[config.mk]
export PLATFORM = sky130hd
export DESIGN_NAME = spi_master_ctrl_flat
export DESIGN_NICKNAME = d
export VERILOG_FILES = /design/src/rtl/spi_master_pkg.sv /design/src/rtl/spi_master_ctrl_if.sv /design/src/rtl/spi_master_shreg.sv /design/src/rtl/spi_master_ctrl.sv /design/src/flat_wrapper.sv
export SDC_FILE = /design/constraint.sdc
export NUM_CORES = 1
export LEC_CHECK = 0
export CAP_MARGIN = 20
export CELL_PAD_IN_SITES_DETAIL_PLACEMENT = 1
export CELL_PAD_IN_SITES_GLOBAL_PLACEMENT = 1
export CORE_ASPECT_RATIO = 1.4
export CORE_UTILIZATION = 34
export DETAILED_ROUTE_END_ITERATION = 8
export PLACE_DENSITY = 0.74
export REMOVE_ABC_BUFFERS = 1
export SLEW_MARGIN = 30
export SYNTH_ARGS = -nofsm -noshare
export SYNTH_HDL_FRONTEND = slang
export SYNTH_SLANG_ARGS = --single-unit
[constraint.sdc]
create_clock -name clk -period 1.45 [get_ports clk]
set_input_delay 0.29 -clock clk [delete_from_list [all_inputs] [get_ports clk]]
set_output_delay 0.29 -clock clk [all_outputs]
set_load 0.02 [all_outputs]
[src/rtl/spi_master_pkg.sv]
// Shared encodings, widths and FSM state type for the SPI master controller.
// The frame on the wire is {op, data}, sent MSB first.
package spi_master_pkg;

    localparam logic [1:0] OP_WR_ADDR = 2'b00;
    localparam logic [1:0] OP_WR_DATA = 2'b01;
    localparam logic [1:0] OP_RD_ADDR = 2'b10;
    localparam logic [1:0] OP_RD_DATA = 2'b11;

    localparam int unsigned FRAME_BITS = 10;
    localparam int unsigned RX_BITS    = 8;
    localparam int unsigned CNT_BITS   = 4;

    typedef enum logic [2:0] {
        IDLE,
        START,
        SEL,
        SHIFT,
        WAIT,
        RECV,
        END
    } state_e;

    // Only read-data frames turn the line around and return a byte.
    function automatic logic op_has_rsp(input logic [1:0] op);
        return op == OP_RD_DATA;
    endfunction

endpackage

[src/rtl/spi_master_ctrl_if.sv]
// Command/response bus between a requester and the SPI master controller.
// The requester uses the master modport, the controller the slave modport.
interface spi_master_ctrl_if;
    import spi_master_pkg::*;

    logic                  cmd_valid;
    logic                  cmd_ready;
    logic [1:0]            cmd_op;
    logic [RX_BITS-1:0]    cmd_data;
    logic                  rsp_valid;
    logic [RX_BITS-1:0]    rsp_data;
    logic                  busy;

    modport master (
        output cmd_valid,
        output cmd_op,
        output cmd_data,
        input  cmd_ready,
        input  rsp_valid,
        input  rsp_data,
        input  busy
    );

    modport slave (
        input  cmd_valid,
        input  cmd_op,
        input  cmd_data,
        output cmd_ready,
        output rsp_valid,
        output rsp_data,
        output busy
    );

endinterface

[src/rtl/spi_master_shreg.sv]
// Loadable parallel-in/serial-out frame register for MOSI plus a serial-in
// capture register for MISO; the FSM owns all the enables.
module spi_master_shreg
    import spi_master_pkg::*;
(
    input  logic                  clk,
    input  logic                  rst,
    input  logic                  load,
    input  logic [FRAME_BITS-1:0] load_frame,
    input  logic                  shift,
    input  logic                  capture,
    input  logic                  miso,
    output logic                  tx_msb,
    output logic [RX_BITS-1:0]    rx_data
);

    logic [FRAME_BITS-1:0] tx_q;
    logic [RX_BITS-1:0]    rx_q;

    always_ff @(posedge clk) begin
        if (rst) begin
            tx_q <= '0;
            rx_q <= '0;
        end else begin
            if (load) begin
                tx_q <= load_frame;
            end else if (shift) begin
                tx_q <= {tx_q[FRAME_BITS-2:0], 1'b0};
            end
            // Captured byte is the response itself, so it holds between reads.
            if (capture) begin
                rx_q <= {rx_q[RX_BITS-2:0], miso};
            end
        end
    end

    assign tx_msb  = tx_q[FRAME_BITS-1];
    assign rx_data = rx_q;

endmodule

[src/rtl/spi_master_ctrl.sv]
// SPI master that turns one accepted RAM command into one slave frame and,
// for read-data commands, returns the byte clocked in on MISO.
module spi_master_ctrl
    import spi_master_pkg::*;
#(
    parameter int unsigned RD_WAIT = 2,
    parameter int unsigned GAP     = 1
) (
    input  logic             clk,
    input  logic             rst,
    spi_master_ctrl_if.slave cmd,
    output logic             ss_n,
    output logic             MOSI,
    input  logic             MISO
);

    localparam logic [CNT_BITS-1:0] SHIFT_LOAD = CNT_BITS'(FRAME_BITS - 1);
    localparam logic [CNT_BITS-1:0] RECV_LOAD  = CNT_BITS'(RX_BITS - 1);
    localparam logic [CNT_BITS-1:0] WAIT_LOAD  = CNT_BITS'((RD_WAIT == 0) ? 0 : RD_WAIT - 1);
    localparam logic [CNT_BITS-1:0] END_LOAD   = CNT_BITS'(GAP - 1);

    state_e                state_q;
    logic [CNT_BITS-1:0]   cnt_q;
    logic                  rd_q;
    logic                  ss_n_q;
    logic                  mosi_q;
    logic                  ready_q;
    logic                  busy_q;
    logic                  rsp_valid_q;

    logic                  accept;
    logic                  shift;
    logic                  capture;
    logic                  tx_msb;
    logic [FRAME_BITS-1:0] frame;
    logic [RX_BITS-1:0]    rx_data;

    assign accept  = (state_q == IDLE) && ready_q && cmd.cmd_valid;
    assign frame   = {cmd.cmd_op, cmd.cmd_data};
    // Shifting already in SEL puts frame bit 9 on MOSI in the first SHIFT cycle.
    assign shift   = (state_q == SEL) || (state_q == SHIFT);
    assign capture = (state_q == RECV);

    spi_master_shreg u_shreg (
        .clk        (clk),
        .rst        (rst),
        .load       (accept),
        .load_frame (frame),
        .shift      (shift),
        .capture    (capture),
        .miso       (MISO),
        .tx_msb     (tx_msb),
        .rx_data    (rx_data)
    );

    always_ff @(posedge clk) begin
        if (rst) begin
            state_q     <= IDLE;
            cnt_q       <= '0;
            rd_q        <= 1'b0;
            ss_n_q      <= 1'b1;
            mosi_q      <= 1'b0;
            ready_q     <= 1'b0;
            busy_q      <= 1'b0;
            rsp_valid_q <= 1'b0;
        end else begin
            rsp_valid_q <= 1'b0;
            unique case (state_q)
                IDLE: begin
                    ss_n_q <= 1'b1;
                    mosi_q <= 1'b0;
                    if (accept) begin
                        state_q <= START;
                        rd_q    <= op_has_rsp(cmd.cmd_op);
                        ss_n_q  <= 1'b0;
                        ready_q <= 1'b0;
                        busy_q  <= 1'b1;
                    end else begin
                        ready_q <= 1'b1;
                    end
                end
                START: begin
                    // Frame bit 9 is op[1], the slave's read/write branch bit.
                    state_q <= SEL;
                    mosi_q  <= tx_msb;
                end
                SEL: begin
                    state_q <= SHIFT;
                    mosi_q  <= tx_msb;
                    cnt_q   <= SHIFT_LOAD;
                end
                SHIFT: begin
                    if (cnt_q == '0) begin
                        mosi_q <= 1'b0;
                        if (rd_q) begin
                            state_q <= (RD_WAIT == 0) ? RECV : WAIT;
                            cnt_q   <= (RD_WAIT == 0) ? RECV_LOAD : WAIT_LOAD;
                        end else begin
                            state_q <= END;
                            ss_n_q  <= 1'b1;
                            cnt_q   <= END_LOAD;
                        end
                    end else begin
                        mosi_q <= tx_msb;
                        cnt_q  <= cnt_q - 1'b1;
                    end
                end
                WAIT: begin
                    if (cnt_q == '0) begin
                        state_q <= RECV;
                        cnt_q   <= RECV_LOAD;
                    end else begin
                        cnt_q <= cnt_q - 1'b1;
                    end
                end
                RECV: begin
                    if (cnt_q == '0) begin
                        state_q     <= END;
                        ss_n_q      <= 1'b1;
                        rsp_valid_q <= 1'b1;
                        cnt_q       <= END_LOAD;
                    end else begin
                        cnt_q <= cnt_q - 1'b1;
                    end
                end
                END: begin
                    if (cnt_q == '0) begin
                        state_q <= IDLE;
                        busy_q  <= 1'b0;
                        ready_q <= 1'b1;
                    end else begin
                        cnt_q <= cnt_q - 1'b1;
                    end
                end
                default: begin
                    state_q <= IDLE;
                    ss_n_q  <= 1'b1;
                    mosi_q  <= 1'b0;
                    busy_q  <= 1'b0;
                    ready_q <= 1'b0;
                end
            endcase
        end
    end

    assign ss_n          = ss_n_q;
    assign MOSI          = mosi_q;
    assign cmd.cmd_ready = ready_q;
    assign cmd.busy      = busy_q;
    assign cmd.rsp_valid = rsp_valid_q;
    assign cmd.rsp_data  = rx_data;

endmodule

[src/flat_wrapper.sv]
// flat-port wrapper written by rule: the top's interface ports become plain ports
module spi_master_ctrl_flat import spi_master_pkg::*;
#(
    parameter int unsigned RD_WAIT = 2,
    parameter int unsigned GAP     = 1
)
  (clk, rst, ss_n, MOSI, MISO, cmd_cmd_valid, cmd_cmd_op, cmd_cmd_data, cmd_cmd_ready, cmd_rsp_valid, cmd_rsp_data, cmd_busy);
  spi_master_ctrl_if cmd_i ();
  input  logic clk;
  input  logic rst;
  output logic ss_n;
  output logic MOSI;
  input  logic MISO;
  input wire logic [$bits(cmd_i.cmd_valid)-1:0] cmd_cmd_valid;
  input wire logic [$bits(cmd_i.cmd_op)-1:0] cmd_cmd_op;
  input wire logic [$bits(cmd_i.cmd_data)-1:0] cmd_cmd_data;
  output wire logic [$bits(cmd_i.cmd_ready)-1:0] cmd_cmd_ready;
  output wire logic [$bits(cmd_i.rsp_valid)-1:0] cmd_rsp_valid;
  output wire logic [$bits(cmd_i.rsp_data)-1:0] cmd_rsp_data;
  output wire logic [$bits(cmd_i.busy)-1:0] cmd_busy;
  assign cmd_i.cmd_valid = cmd_cmd_valid;
  assign cmd_i.cmd_op = cmd_cmd_op;
  assign cmd_i.cmd_data = cmd_cmd_data;
  assign cmd_cmd_ready = cmd_i.cmd_ready;
  assign cmd_rsp_valid = cmd_i.rsp_valid;
  assign cmd_rsp_data = cmd_i.rsp_data;
  assign cmd_busy = cmd_i.busy;
  spi_master_ctrl #(.RD_WAIT(RD_WAIT), .GAP(GAP)) u_core (.clk(clk), .rst(rst), .cmd(cmd_i), .ss_n(ss_n), .MOSI(MOSI), .MISO(MISO));
endmodule
# After elaboration in Yosys (flattened, before gate mapping)
# Index checks and enable logic that the tools add are counted.
word_totals:
  reg_bits: 31
  latchBits: 0
  mem_bits_rw: 0
  mem_bits_ro: 0
  inputBits: 14
  output_inout_bits: 13
  word_cells: 73
  memories: 0
classes:
  addsub: 1
  multipliers: 0
  div_mod_pow: 0
  magnitude_cmp: 0
  n_eq_ne: 14
  shift: 0
  n_mux: 27
  bitwise_logic: 3
  n_reduce_logical: 18
op_table:
  columns: ["op", "count"]
  rows:
  - ["3-bit one-hot mux with 7 select lines", 1]
  - ["10-bit two-way mux", 2]
  - ["4-bit one-hot mux with 5 select lines", 1]
  - ["4-bit two-way mux", 4]
  - ["3-bit two-way mux", 5]
  - ["3-bit equality test, second input constant", 3]
  - ["1-bit two-way mux", 9]
  - ["1-bit one-hot mux with 3 select lines", 3]
  - ["2-bit inequality test, second input constant", 4]
  - ["3-bit by 2-bit equality test with 1-bit output, second input constant", 2]
  - ["2-bit by 1-bit inequality test with 1-bit output, second input constant", 3]
  - ["2-bit AND reduction", 3]
  - ["5-bit AND reduction", 1]
  - ["5-bit nonzero test", 1]
  - ["5-bit OR reduction", 1]
  - ["4-bit logical NOT", 1]
  - ["1-bit one-hot mux with 4 select lines", 1]
  - ["4-bit AND reduction", 1]
  - ["2-bit OR reduction", 2]
  - ["4-bit OR reduction", 1]
  - ["4-bit by 1-bit subtractor with 4-bit output, second input constant", 1]
  - ["3-bit by 1-bit equality test with 1-bit output, second input constant", 1]
  - ["3-bit logical NOT", 1]
  - ["1-bit inverter", 3]
  - ["other kinds (7)", 8]

# Depth between registers and ports, before layout
depth:
  word_depth: 5
  depth_mapped: 6
  mapped_depth_nobuf: 6

# Hierarchy
# From an unflattened synthesis, not the netlist that was laid out.
unflattened:
  cells_unflattened: 171
  area_unflattened_um2: 1557.7
by_module_without_submodules:
  columns: ["mod", "instances", "cells_per_inst", "area_each_um2"]
  rows:
  - ["spi_master_ctrl", 1, 101, 814.5]
  - ["spi_master_shreg", 1, 70, 743.2]

# Worst setup path after synthesis
# Ideal clock, no wire load.
synth_path:
  kind: "reg-to-reg"
  startpoint: "register u_core.cnt_q[0]"
  endpoint: "register u_core.cnt_q[0]"
  setup_ps: 134
  arrival_ps: 1460
  required_time_ps: 1316
  setup_slack_ps: -144
  path_stages_with_launch: 7
  period_less_slack_ps: 1594
  cell_sequence: "dfxtp_1 -> inv_1 -> ha_1 -> nor3b_4 -> a21o_1 -> a2111oi_0 -> nor4_1"
synth_via:
  elab_chain_cells: 3
synth_rtl:
  columns: ["element", "line", "rtl"]
  rows:
  - ["start, declared", "spi_master_ctrl.sv:23", "logic [CNT_BITS-1:0] cnt_q;"]
  - ["start signal, assigned", "spi_master_ctrl.sv:97", "cnt_q <= (RD_WAIT == 0) ? RECV_LOAD : WAIT_LOAD;"]
  - ["start signal, assigned", "spi_master_ctrl.sv:105", "cnt_q <= cnt_q - 1'b1;"]
  - ["start signal, assigned", "spi_master_ctrl.sv:113", "cnt_q <= cnt_q - 1'b1;"]
  - ["4-bit by 1-bit subtractor with 4-bit output or 4-bit logical NOT (tied branches)", null, null]
  - ["4-bit two-way mux (tied with other cells)", "spi_master_ctrl.sv:127", "if (cnt_q == '0) begin"]
  - ["4-bit one-hot mux with 5 select lines or 2-bit AND reduction (tied branches)", null, null]
# Several ways; a longest one is shown, not always the timed one. The select of a mux whose other input is x is not followed.
# A chain may end at the register's enable or synchronous reset.

# Worst setup path after layout
layout_path:
  startpoint: "register u_core.cnt_q[0]"
  endpoint: "register u_core.state_q[1]"
layout_via:
  elab_chain_cells: 3
layout_rtl:
  columns: ["element", "line", "rtl"]
  rows:
  - ["4-bit logical NOT (*)", null, null]
  - ["2-bit by 1-bit inequality test with 1-bit output (no line) or 2-bit inequality test (tied branches)", null, null]
  - ["5-bit AND reduction (no line) (*)", null, null]
  - ["end signal, assigned", "spi_master_ctrl.sv:96", "state_q <= (RD_WAIT == 0) ? RECV : WAIT;"]
  - ["end, declared", "spi_master_ctrl.sv:22", "state_e state_q;"]
# Every way passes the cells marked *; elsewhere a longest branch is shown, timed or not.

==> flow_metrics.py <==
metrics = {
    "clocking": {
        "cts_tree": "done",
        "numCtsBuffers": 5,
        "cts_root_buf": "clkbuf_8",
        "ctsHtreeMaxLevel": 2,
        "clock_sinks": 31,
        "clock_tree.buffer_depth": 2,
        "clkTransAtPathRegs_ns": 0.07,
        "worst_skew_pair.late_latency_ns": 0.30,
    },
    "routing": {
        "via_count": 1607,
        "drtIter0Drc": 37,
        "postRouteAntennaNets": 0,
        "vias_per_cell": 5.429,
        "drc": 0,
        "drt-total-wl_mm": 5.397,
        "drtPass1Iterations": 4,
        "wl_per_cell_um": 18.23,
    },
    "sta": {
        "rsz0062_at_grt": "yes",
        "finalMaxSlewViolations": 0,
        "hold_viol_final": 0,
        "tightest_slew_ns": 0.4490,
        "fin_ws_ns": -0.07142,
        "finalSetupViolations": 8,
        "slew_headroom_pct": 69.96,
        "fin_crit_sh_pct": 104.9,
        "min_period_ns": 1.521,
        "worst_hold_slack_ns": 0.4661,
        "finClkSkew_ns": 0.003206,
        "max_freq_mhz": 657.3,
    },
    "setup_path": {
        "start_kind": "register",
        "crit_path_max_incr_delay_ns": 0.34,
        "worstPathMaxFanout": 4,
        "end_kind": "register",
        "worst_path_max_delay_cell": "dfxtp_2",
        "critPathTopFamily": "compound AO/OA/AOI/OAI gates",
        "rr_startpoint": "u_core.cnt_q[0]",
        "reg2regPathDepth": 7,
        "required_ns": 1.64,
        "path_cells": "inv_2, ha_4, nor3b_4, a21o_1, buf_6, o211a_1, nor3_2",
        "regToRegSetupSlack_ns": -0.07,
        "arrival_ns": 1.72,
        "worstSetupPathType": "reg2reg",
        "r2r-end": "u_core.state_q[1]",
        "path_buf_inv": 2,
    },
    "pwr": {
        "p_comb_share_pct": 38.3,
        "switching_share_pct": 36.11,
        "finalPower_w": 0.002791,
        "ir_worst_vdd_mv": 0.5853,
        "p_int_w": 0.001784,
        "p_clk_share_pct": 25.7,
        "cellPowerDensity_nw_per_um2": 1209,
        "power.leakage_nw": 0.9146,
        "seqPwrFrac_pct": 36.1,
        "power_switching_w": 0.001008,
    },
    "min_path": {
        "hold_depth": 2,
        "whs_endpoint": "u_core.u_shreg.rx_data[7]",
        "worstHoldStart": "u_core.u_shreg.rx_data[7]",
        "hold_class": "reg2reg",
    },
    "synth": {
        "synth_edf_count": 0,
        "synthArstFlopShare_pct": 0,
        "yosysSeqAreaShare_pct": 40.96,
        "yosysMostFrequentCell": "dfxtp_1",
        "synth_top_area_cell": "dfxtp_1",
        "synthDistinctLibCells": 40,
        "synthTopCellsByArea": "dfxtp_1 (41%), a21oi_1 (7.3%), mux2i_1 (5.3%), nand3_1 (4.3%), nor2_1 (4.2%)",
        "netlist_area_um2": 1515,
        "yosys_warnings": 0,
        "synthCells": 181,
        "post_synth.cell_area_avg_um2": 8.371,
        "yosys.area.top_type_share_pct": 40.96,
        "synth_commonest_cells": "dfxtp_1 (31), a21oi_1 (22), nor2_1 (17), nand2_1 (14), nand3_1 (13)",
        "synth-seq-cells": 31,
        "ys.flop_type": "dfxtp_1",
    },
    "layout": {
        "synthToLayoutAreaGrowth_pct": 52.35,
        "fin_nets": 250,
        "drive_above_1_share_pct": 30.51,
        "n_antenna_cell": 0,
    },
    "global_route": {
        "antenna_found_initial": 0,
        "grt_max_degree": 26,
        "first_global_vias": 1718,
        "grt-ovfl-total": 0,
        "grt_pass1_wl_mm": 8.424,
        "grt_usage_pct": 24.39,
    },
    "die": {
        "dieArea_um2": 4731,
        "ios": 27,
        "die_x_um": 58.42,
        "die_y_um": 80.99,
        "rows": 28,
        "coreArea_um2": 4239,
        "start_util_pct": 35.74,
    },
    "flow_run": {
        "drv_cap": 0,
    },
    "outcome": {
        "status": "complete, but fails checks",
        "violations": "setup timing",
    },
    "placed_design": {
        "place.gp.congestion": 0.8535,
        "place_hpwl_mm": 3.427,
        "io_buffers": 26,
    },
}
==> power by group through the flow <==
stage | Sequential, W | Clock, W | Combinational [W]
2_1_floorplan | 0.00105 | 0 | 0.000357
3_3_place_gp | 0.00100 | 0 | 0.000761
3_5_place_dp | 0.00101 | 0 | 0.000811
4_1_cts | 0.000996 | 0.000727 | 0.000973
5_1_grt | 0.00101 | 0.000758 | 0.00114
6_report | 0.00101 | 0.000716 | 0.00107
==> registers in the layout, indices dropped and copies added (netlist names), 3 cells and up <==
register and cells:
u_core.u_shreg.tx_q 10, u_core.u_shreg.rx_data 8, u_core.cnt_q 4, u_core.state_q 3
==> per-layer routing <==
metal	track usage (%)	up-vias	routed length [um]
met3	4.936	16	175
met5	0	-	0
met1	24.12	790	2111
li1	-	761	-
met4	11.90	0	165
met2	47.13	40	2945
==> kinds of logic after synthesis <==
group / after synthesis / synth area share [%]
AND/OR/NAND/NOR: 64 / 21.64
multiplexers: 8 / 5.285
adder cells (fa/ha/maj): 1 / 0.8256
buffers and inverters: 22 / 6.358
AO/OA/AOI/OAI: 55 / 24.94
flip-flops: 31 / 40.96
==> final cells by class <==
type / instances / area [um^2]
Inverter: 6 / 22.52
Fill cell: 507 / 1931
Clock buffer: 5 / 68.82
Sequential cell: 31 / 625.6
Multi-Input combinational cell: 128 / 930.9
Clock inverter: 3 / 20.02
Timing Repair Buffer: 63 / 565.5
Tap cell: 60 / 75.07
==> how the worst max path moves through the flow <==
stage / endpoint / slack, ns / startpoint / depth (start not counted)
final: u_core.state_q[1] / -0.07 / u_core.cnt_q[0] / 7
after global routing: u_core.cmd.cmd_ready / -0.14 / u_core.cnt_q[0] / 6
after CTS: u_core.cnt_q[0] / -0.04 / u_core.cnt_q[0] / 6
after detailed placement: u_core.cnt_q[1] / -0.22 / u_core.cnt_q[0] / 7
after global placement: u_core.cmd.busy / -0.15 / cmd_cmd_valid / 6
after floorplan: u_core.u_shreg.rx_data[2] / -0.28 / u_core.state_q[2] / 4
==> cell usage in the layout, fill, tap and decap left out, types with 2 or more instances in the layout <==
cell type,n
nor2_1,17
mux2i_1,8
nor3_2,3
a31oi_1,3
dlygate4sd2_1,13
buf_4,30
inv_1,4
clkdlybuf4s50_1,13
a21oi_2,3
nor4_1,2
buf_6,5
a2111oi_4,3
dfxtp_1,27
inv_2,2
a211oi_1,8
a21oi_1,19
dfxtp_2,4
a22oi_1,2
nor3_1,3
o21ai_1,5
clkbuf_8,5
clkinvlp_4,2
nand2_1,14
buf_12,2
nand3_1,12
==> per-stage QoR <==
| step | area [um^2] | util, % | instances | TNS, ns | setup WS (ns) |
|---|---|---|---|---|---|
| finish | 2308 | 54.46 | 296 | -0.3635 | -0.07142 |
| global route | 2308 | 54.46 | 296 | -0.9231 | -0.1377 |
| CTS | 2235 | 52.72 | 293 | -0.07842 | -0.03555 |
| detailed placement | 2012 | 47.46 | 279 | -1.228 | -0.2225 |
| global placement | 2012 | 47.46 | 279 | -0.5972 | -0.1492 |
| floorplan | 1441 | - | 165 | -5.495 | -0.2821 |
==> worst register-to-register path, cell delays in order, from the launching register on <==
cell,delay [ns]
dfxtp_2,0.34
inv_2,0.08
ha_4,0.14
nor3b_4,0.29
a21o_1,0.26
buf_6,0.12
o211a_1,0.16
nor3_2,0.04
==> timing repair <==
action | CTS | global route
pin swaps | 6 | 8
buffers inserted | 6 | 3
endpoints found under the setup margin | 40 | 22
hold buffers | 0 | 0
resized for setup | 35 | 12
No activity file was read; power rests on OpenSTA's default activity.
